File: config.mk
export PLATFORM = sky130hd
export DESIGN_NAME = key_column_scheduler
export DESIGN_NICKNAME = d
export VERILOG_FILES = /design/src/rtl/gui_pkg.sv /design/src/rtl/rr_arbiter4.sv /design/src/rtl/key_column_scheduler.sv
export SDC_FILE = /design/constraint.sdc
export NUM_CORES = 1
export LEC_CHECK = 0
export CAP_MARGIN = 20
export CORE_MARGIN = 1
export CORE_UTILIZATION = 25
export DETAILED_ROUTE_END_ITERATION = 6
export PLACE_DENSITY = 0.45
export SYNTH_ARGS = -nofsm -noshare
export SYNTH_HDL_FRONTEND = slang
export SYNTH_SLANG_ARGS = --single-unit
File: constraint.sdc
create_clock -name clock -period 3.2 [get_ports clock]
set_clock_uncertainty 0.2 [all_clocks]
set_input_delay 0.32 -clock clock [delete_from_list [all_inputs] [get_ports clock]]
set_output_delay 0.32 -clock clock [all_outputs]
set_load 0.05 [all_outputs]
File: src/rtl/gui_pkg.sv
// Shared definitions for the GUI pixel-plotting path: the colour palette,
// the default key-column geometry and the column scheduler state encoding.
package gui_pkg;

  // 3-bit RGB palette used by the plotter
  localparam logic [2:0] BLACK = 3'b000;
  localparam logic [2:0] BLUE  = 3'b001;
  localparam logic [2:0] RED   = 3'b100;
  localparam logic [2:0] WHITE = 3'b111;

  // Default key-column geometry: four 40-pixel columns, 120 rows tall
  localparam int DEF_KEY_WIDTH = 40;
  localparam int DEF_SCREEN_H  = 120;

  // Column scheduler states
  typedef enum logic [1:0] {
    IDLE = 2'd0,
    LOAD = 2'd1,
    DRAW = 2'd2
  } state_t;

endpackage

File: src/rtl/rr_arbiter4.sv
// Four-request round-robin priority search. The request just after `last`
// has the highest priority, wrapping modulo 4; `last` itself is searched last.
module rr_arbiter4 (
  input  logic [3:0] req,
  input  logic [1:0] last,
  output logic [1:0] grant,
  output logic       valid
);

  // cand[k] is the column searched k-th (k = 0 is highest priority)
  logic [1:0] cand [4];

  generate
    for (genvar gi = 0; gi < 4; gi++) begin : g_cand
      assign cand[gi] = last + 2'(gi + 1);
    end
  endgenerate

  // Walk from lowest to highest priority so the highest-priority hit wins
  always_comb begin
    grant = 2'd0;
    valid = 1'b0;
    for (int k = 3; k >= 0; k--) begin
      if (req[cand[k]]) begin
        grant = cand[k];
        valid = 1'b1;
      end
    end
  end

endmodule

File: src/rtl/key_column_scheduler.sv
// Per-column redraw scheduler for the four on-screen key columns. A change
// on any key marks its column dirty; dirty columns are picked round-robin
// and filled as a rectangle through the x/y/colour/plot pixel interface.
module key_column_scheduler
  import gui_pkg::*;
#(
  parameter int         KEY_WIDTH      = DEF_KEY_WIDTH,
  parameter int         SCREEN_H       = DEF_SCREEN_H,
  parameter logic [2:0] IDLE_COLOUR    = WHITE,
  parameter logic [2:0] PRESSED_COLOUR = BLUE,
  parameter logic [2:0] DIVIDER_COLOUR = BLACK
) (
  input  logic       clock,
  input  logic       reset,
  input  logic [3:0] keys,
  input  logic       hold,
  output logic [7:0] x,
  output logic [6:0] y,
  output logic [2:0] colour,
  output logic       plot,
  output logic       busy
);

  localparam int CXW = $clog2(KEY_WIDTH);
  localparam int CYW = $clog2(SCREEN_H);
  localparam logic [CXW-1:0] CX_LAST = CXW'(KEY_WIDTH - 1);
  localparam logic [CYW-1:0] CY_LAST = CYW'(SCREEN_H - 1);

  state_t         state_reg, state_next;
  logic [3:0]     keys_q_reg;
  logic [3:0]     pending_reg, pending_next;
  logic [3:0]     key_edge;
  logic [3:0]     clear_mask;
  logic [1:0]     last_grant_reg, last_grant_next;
  logic [1:0]     idx_reg, idx_next;
  logic [7:0]     base_reg, base_next;
  logic           pressed_reg, pressed_next;
  logic [CXW-1:0] cx_reg, cx_next;
  logic [CYW-1:0] cy_reg, cy_next;
  logic [7:0]     x_reg, x_next;
  logic [6:0]     y_reg, y_next;
  logic [2:0]     colour_reg, colour_next;
  logic           plot_reg, plot_next;

  logic [1:0]     grant;
  logic           grant_valid;

  rr_arbiter4 u_arbiter (
    .req   (pending_reg),
    .last  (last_grant_reg),
    .grant (grant),
    .valid (grant_valid)
  );

  // Dirty tracking per column: a key edge sets the bit and beats a
  // same-cycle clear, so a column toggled while being loaded is redrawn.
  generate
    for (genvar gi = 0; gi < 4; gi++) begin : g_pending
      assign key_edge[gi]     = keys[gi] ^ keys_q_reg[gi];
      assign pending_next[gi] = (pending_reg[gi] & ~clear_mask[gi]) | key_edge[gi];
    end
  endgenerate

  // Next-state and next-output logic for the column fill sequencer
  always_comb begin
    state_next      = state_reg;
    last_grant_next = last_grant_reg;
    idx_next        = idx_reg;
    base_next       = base_reg;
    pressed_next    = pressed_reg;
    cx_next         = cx_reg;
    cy_next         = cy_reg;
    x_next          = x_reg;
    y_next          = y_reg;
    colour_next     = colour_reg;
    plot_next       = 1'b0;
    clear_mask      = 4'b0000;

    case (state_reg)
      IDLE: begin
        if (|pending_reg) begin
          state_next = LOAD;
        end
      end

      LOAD: begin
        if (grant_valid) begin
          idx_next          = grant;
          base_next         = 8'(int'(grant) * KEY_WIDTH);
          pressed_next      = keys_q_reg[grant];
          last_grant_next   = grant;
          clear_mask[grant] = 1'b1;
          cx_next           = '0;
          cy_next           = '0;
          state_next        = DRAW;
        end else begin
          state_next = IDLE;
        end
      end

      DRAW: begin
        // hold freezes counters and pixel registers; only the strobe drops
        if (!hold) begin
          x_next    = base_reg + 8'(cx_reg);
          y_next    = 7'(cy_reg);
          plot_next = 1'b1;
          if (cx_reg == CX_LAST && idx_reg != 2'd3) begin
            colour_next = DIVIDER_COLOUR;
          end else if (pressed_reg) begin
            colour_next = PRESSED_COLOUR;
          end else begin
            colour_next = IDLE_COLOUR;
          end

          if (cx_reg == CX_LAST) begin
            cx_next = '0;
            if (cy_reg == CY_LAST) begin
              state_next = IDLE;
            end else begin
              cy_next = cy_reg + CYW'(1);
            end
          end else begin
            cx_next = cx_reg + CXW'(1);
          end
        end
      end

      default: begin
        state_next = IDLE;
      end
    endcase
  end

  // State register
  always_ff @(posedge clock or posedge reset) begin
    if (reset) begin
      state_reg <= IDLE;
    end else begin
      state_reg <= state_next;
    end
  end

  // Key sampling, arbitration history, column context and pixel outputs
  always_ff @(posedge clock or posedge reset) begin
    if (reset) begin
      keys_q_reg     <= 4'b0000;
      pending_reg    <= 4'b1111;
      last_grant_reg <= 2'd3;
      idx_reg        <= 2'd0;
      base_reg       <= 8'd0;
      pressed_reg    <= 1'b0;
      cx_reg         <= '0;
      cy_reg         <= '0;
      x_reg          <= 8'd0;
      y_reg          <= 7'd0;
      colour_reg     <= 3'd0;
      plot_reg       <= 1'b0;
    end else begin
      keys_q_reg     <= keys;
      pending_reg    <= pending_next;
      last_grant_reg <= last_grant_next;
      idx_reg        <= idx_next;
      base_reg       <= base_next;
      pressed_reg    <= pressed_next;
      cx_reg         <= cx_next;
      cy_reg         <= cy_next;
      x_reg          <= x_next;
      y_reg          <= y_next;
      colour_reg     <= colour_next;
      plot_reg       <= plot_next;
    end
  end

  assign x      = x_reg;
  assign y      = y_reg;
  assign colour = colour_reg;
  assign plot   = plot_reg;
  assign busy   = (state_reg != IDLE) || (|pending_reg);

endmodule

# Word-level counts from Yosys, hierarchy flattened
# Index checks and enable logic that the tools add are counted.
# W data, S select, Z words.
dict set report op_classes {
  n_addsub 6
  mul 1
  order_cmp 6
  n_eq_ne 11
  mux 41
  n_bitwise 17
  reduce_logical 12
}
# op count
set ops {}
lappend ops {{$mux W7} 4}
lappend ops {{$mux W2} 9}
lappend ops {{$mux W6} 3}
lappend ops {{$lt A2 B3 Y1 const B} 5}
lappend ops {{$ne A2 B2 Y1 const B} 7}
lappend ops {{$pmux W7 S2} 1}
lappend ops {{$mux W1} 12}
lappend ops {{$pmux W6 S2} 1}
lappend ops {{$bmux W1 S2} 5}
lappend ops {{$add A8 B6 Y8} 1}
lappend ops {{$mux W4} 2}
lappend ops {{$add A7 B1 Y7 const B} 1}
lappend ops {{$eq A7 B7 Y1 const B} 1}
lappend ops {{$add A6 B1 Y6 const B} 1}
lappend ops {{$eq A6 B6 Y1 const B} 1}
lappend ops {{$mux W3} 2}
lappend ops {{$pmux W2 S3} 1}
lappend ops {{$mul A2 B3 Y5 const B} 1}
lappend ops {{$not A1 Y1} 5}
lappend ops {{$reduce_and A5 Y1} 1}
lappend ops {{$add A2 B2 Y2 const B} 2}
lappend ops {{$and A1 B1 Y1} 4}
lappend ops {{$or A1 B1 Y1} 4}
lappend ops {{$reduce_and A2 Y1} 2}
lappend ops {{other kinds (13)} 18}
dict set report totals {
  regBits 52
  input_bits 7
  word_cells 107
}

# Logic depth before layout (Yosys ltp)
dict set report logic_depth {
  ltp_word 15
  depth_mapped 7
  depth_no_buf 7
}

# Modules after synthesis
# Synthesis repeated with hierarchy kept, for this count alone.
dict set report hier_totals {
  cells_unflattened 227
  hier_area_um2 2172.1
}
# module instances cells_per_inst area_per_inst_um2 seq_area_each_um2
set by_module_without_submodules {}
lappend by_module_without_submodules {key_column_scheduler 1 213 2080.7 1158.6}
lappend by_module_without_submodules {rr_arbiter4 1 14 91.3 0.0}

# Worst setup path before layout
# No wires, ideal clock.
dict set report synth_path {
  kind {register -> output}
  from {register pending_reg[2]}
  to {output busy}
  t_arrival_ns 1.481
  required_ns 2.680
  setup_slack_ns 1.199
  stages_incl_launch_ff 3
  n_path_buf 0
  path_cell_list {dfstp_2 or4_4 or3_2}
}
dict set report synth_between {
  elab_chain_cells 2
}
# element line_no
set synth_lines {}
lappend synth_lines {{from (decl)} key_column_scheduler.sv:31} ;# logic [3:0] pending_reg, pending_next;
lappend synth_lines {{from (signal assigned)} key_column_scheduler.sv:160} ;# pending_reg <= pending_next;
lappend synth_lines {{$reduce_or A4 Y1} key_column_scheduler.sv:178} ;# assign busy = (state_reg != IDLE) || (|pending_reg);
lappend synth_lines {{$logic_or A1 B1 Y1} key_column_scheduler.sv:178}
lappend synth_lines {{to (decl)} key_column_scheduler.sv:21} ;# output logic busy
# No other way between the ends.

# Worst setup path in the final report
# Same ends and word-level chain as after synthesis.

==> results.md <==
- Post-DP HPWL: 3340 µm
- Synth warnings: 0
- Clock transition at path regs: 0.09 ns
- Final Setup Violations: 0
- Cell chain of the critical path: or4_4 -> or3_2 -> clkdlybuf4s50_1
- Hold Fails Final Rpt: 0
- Clk_lat worst skew: 0.31 ns
- Critical Path RT: 2.68 ns
- Post-CTS Resized: 0
- Final period util: 90.7%
- Pwr dens: 1020 nW/µm²
- Post-Syn Area per Cell: 9.94 µm²
- Via count: 1,586
- Core area: 8340 µm²
- TNS Setup: 0 ns
- Most frequent cells in the layout: nand2_1 (54), dfrtp_1 (40), clkdlybuf4s50_1 (26)
- Fillers: 882
- Slowest cell delay on critical path: 0.71 ns
- PortBufs: 26
- Crit path kind: flip-flop to output port
- Fin worst setup slack: 0.298 ns
- Post-synth top area cell: dfrtp_1
- Clock sink total: 46
- Final WL: 4490 µm
- DP Worst Slack: 0.626 ns
- Peak VDD IR: 0.000370 V
- R2r setup slk: 0.96 ns
- Via/cell ratio: 4.47
- Die width: 95.3 µm
- Ant diodes: 0
- Synthesis-to-finish area growth: 22.8%
- Final global-route overflow total: 0
- Worst setup SP type: flip-flop
- Sequential share of the synthesized area: 53.2%
- Post-CTS Hold Fix Bufs: 0
- Final Max Slew Viols: 0
- Area contributors post-synth: dfrtp_1 (46%), nand2_1 (9.3%), dfstp_2 (7.2%), o21ai_0 (5.3%), xnor2_1 (3.2%)
- Slowest cell on crit path: clkdlybuf4s50_1
- Flops & latches, synth: 46
- All-Layer GR Usage: 11.0%
- Tmin final: 2.90 ns
- Post-Synthesis Cells: 219
- First-pass GRT wire length: 7530 µm
- Critical Path AT: 2.38 ns
- RSZ-0062 raised after global routing: no
- Max Cap Viol: 0
- Die area: 9090 µm²
- I/O Pins: 27
- Static leakage: 1.12 nW
- Chip Height: 95.3 µm
- Share of layout cells above drive strength 1: 12.4%
- DRT Pass-1 Iters: 4
- Footprint of the multi-input gates: 952 µm²
- Worst-case clock buffer depth: 2
- Placed cells: 347
- Starting Density: 26.1%
- Largest net degree at the start of global routing: 30
- Slew of the pin with the lowest slew margin: 0.654 ns
- Wirelength per Cell: 12.6 µm
- CP max FO: 5
- Post-route insts no fill: 355
- Root buffer cell: clkbuf_8
- Synth Net Count: 232
- FF/Latch Area: 1160 µm²
- Fmax: 0.345 GHz
- Antenna violations before repair: 0
- # nets final: 262
- Rows: 33
- H-Tree Depth: 2
- CTS Buf Count: 5
- Area share of the largest cell type after synthesis: 46.0%
- Worst hold path class: input pin to async pin
- Critical path endpoint category: output port
- Mapped Area: 2180 µm²
- Status: completed
- Antenna-violating nets left: 0
- Setup Fix Bufs, Post-CTS: 0
- Synth unique cells: 43
- Initial DRC count: 75
- Number of flip-flops in the largest register: 8
- Number of global-route vias before repair: 1,523
- Routability cong.: 0.742
- Commonest non-fill, non-tap cell in the layout: nand2_1
- Max-slew headroom: 56.2%
- DRC Markers: 0
- CTS tree: done
power breakdown:
part           leakage, nW  switching (mW)  total, mW  internal [mW]
Combinational        0.514           0.805       1.26          0.457
Clock               0.0504           0.210      0.442          0.232
Sequential           0.557           0.214       1.03          0.820
Total                 1.12            1.23       2.74           1.51
logic make-up after synthesis:
logic type / count (synthesis) / share of synthesized area (%)
adders and majority gates: 6 / 3.79
DFF: 46 / 53.2
and+or+nand+nor: 92 / 20.8
xor gates and xnor gates: 9 / 3.62
AOI/OAI and AO/OA: 47 / 13.6
buffers and inverters: 15 / 3.05
muxes: 4 / 1.90
metal layers:
metal	GRT usage, %	routed length, µm	up-vias
li1	-	-	805
met1	15.2	2280	745
met2	16.5	1990	28
met3	2.63	149	8
met4	4.17	72	0
met5	0	0	-
critical path: cells and delay by family (launching register included):
family / cells / cell delay (ns)
flops: 1 / 0.39
simple gates: 2 / 0.98
buf+inv: 1 / 0.71
through the flow:
| step | instance area, µm² | total power, mW | hold WS, ns | util (%) |
|---|---|---|---|---|
| 2_1_floorplan | 2180 | 1.93 | 0.151 | - |
| 3_3_place_gp | 2560 | 2.32 | 0.272 | 30.7 |
| 3_5_place_dp | 2560 | 2.32 | 0.272 | 30.7 |
| 4_1_cts | 2670 | 2.77 | 0.232 | 32.1 |
| 5_1_grt | 2670 | 2.94 | 0.255 | 32.1 |
| 6_report | 2670 | 2.74 | 0.204 | 32.1 |
Yosys cell counts, drive strengths merged:
cell,instances
o221ai,1
nand3b,1
o31ai,4
inv,9
clkinv,1
dfstp,6
xnor2,8
nand2b,2
a31oi,1
nor2b,6
xor2,1
nor2,9
or4,1
ha,5
nand2,54
buf,2
mux2,1
nand4,1
or2,3
dfrtp,40
o21ai,23
a211oi,3
and3,1
clkbuf,3
nor3b,2
nand4b,1
mux2i,3
nor3,1
a21oi,7
nand3,6
o211ai,1
fa,1
a2111oi,1
o221a,1
a21o,2
or3,3
and3b,1
o21a,3
layout make-up:
cell class / instances / area share [%]
Inverter: 10 / 1.59
Clock buffer: 5 / 2.57
Multi-Input combinational cell: 158 / 35.6
Timing Repair Buffer: 28 / 10.3
Tap cell: 105 / 4.91
Sequential cell: 46 / 43.3
Clock inverter: 3 / 1.68
worst paths after layout:
path / start / endpoint / depth (start not counted)
setup / recovery: pending_reg[2] / busy / 3
hold / removal: reset / plot / 2
setup reg to reg: state_reg[1] / cx_reg[5] / 7
hold reg to reg: x[1] / x[1] / 2
max in group asynchronous: reset / pending_reg[1] / 3
min in group clock: x[1] / x[1] / 2
Power figures use the tool's default switching activity.
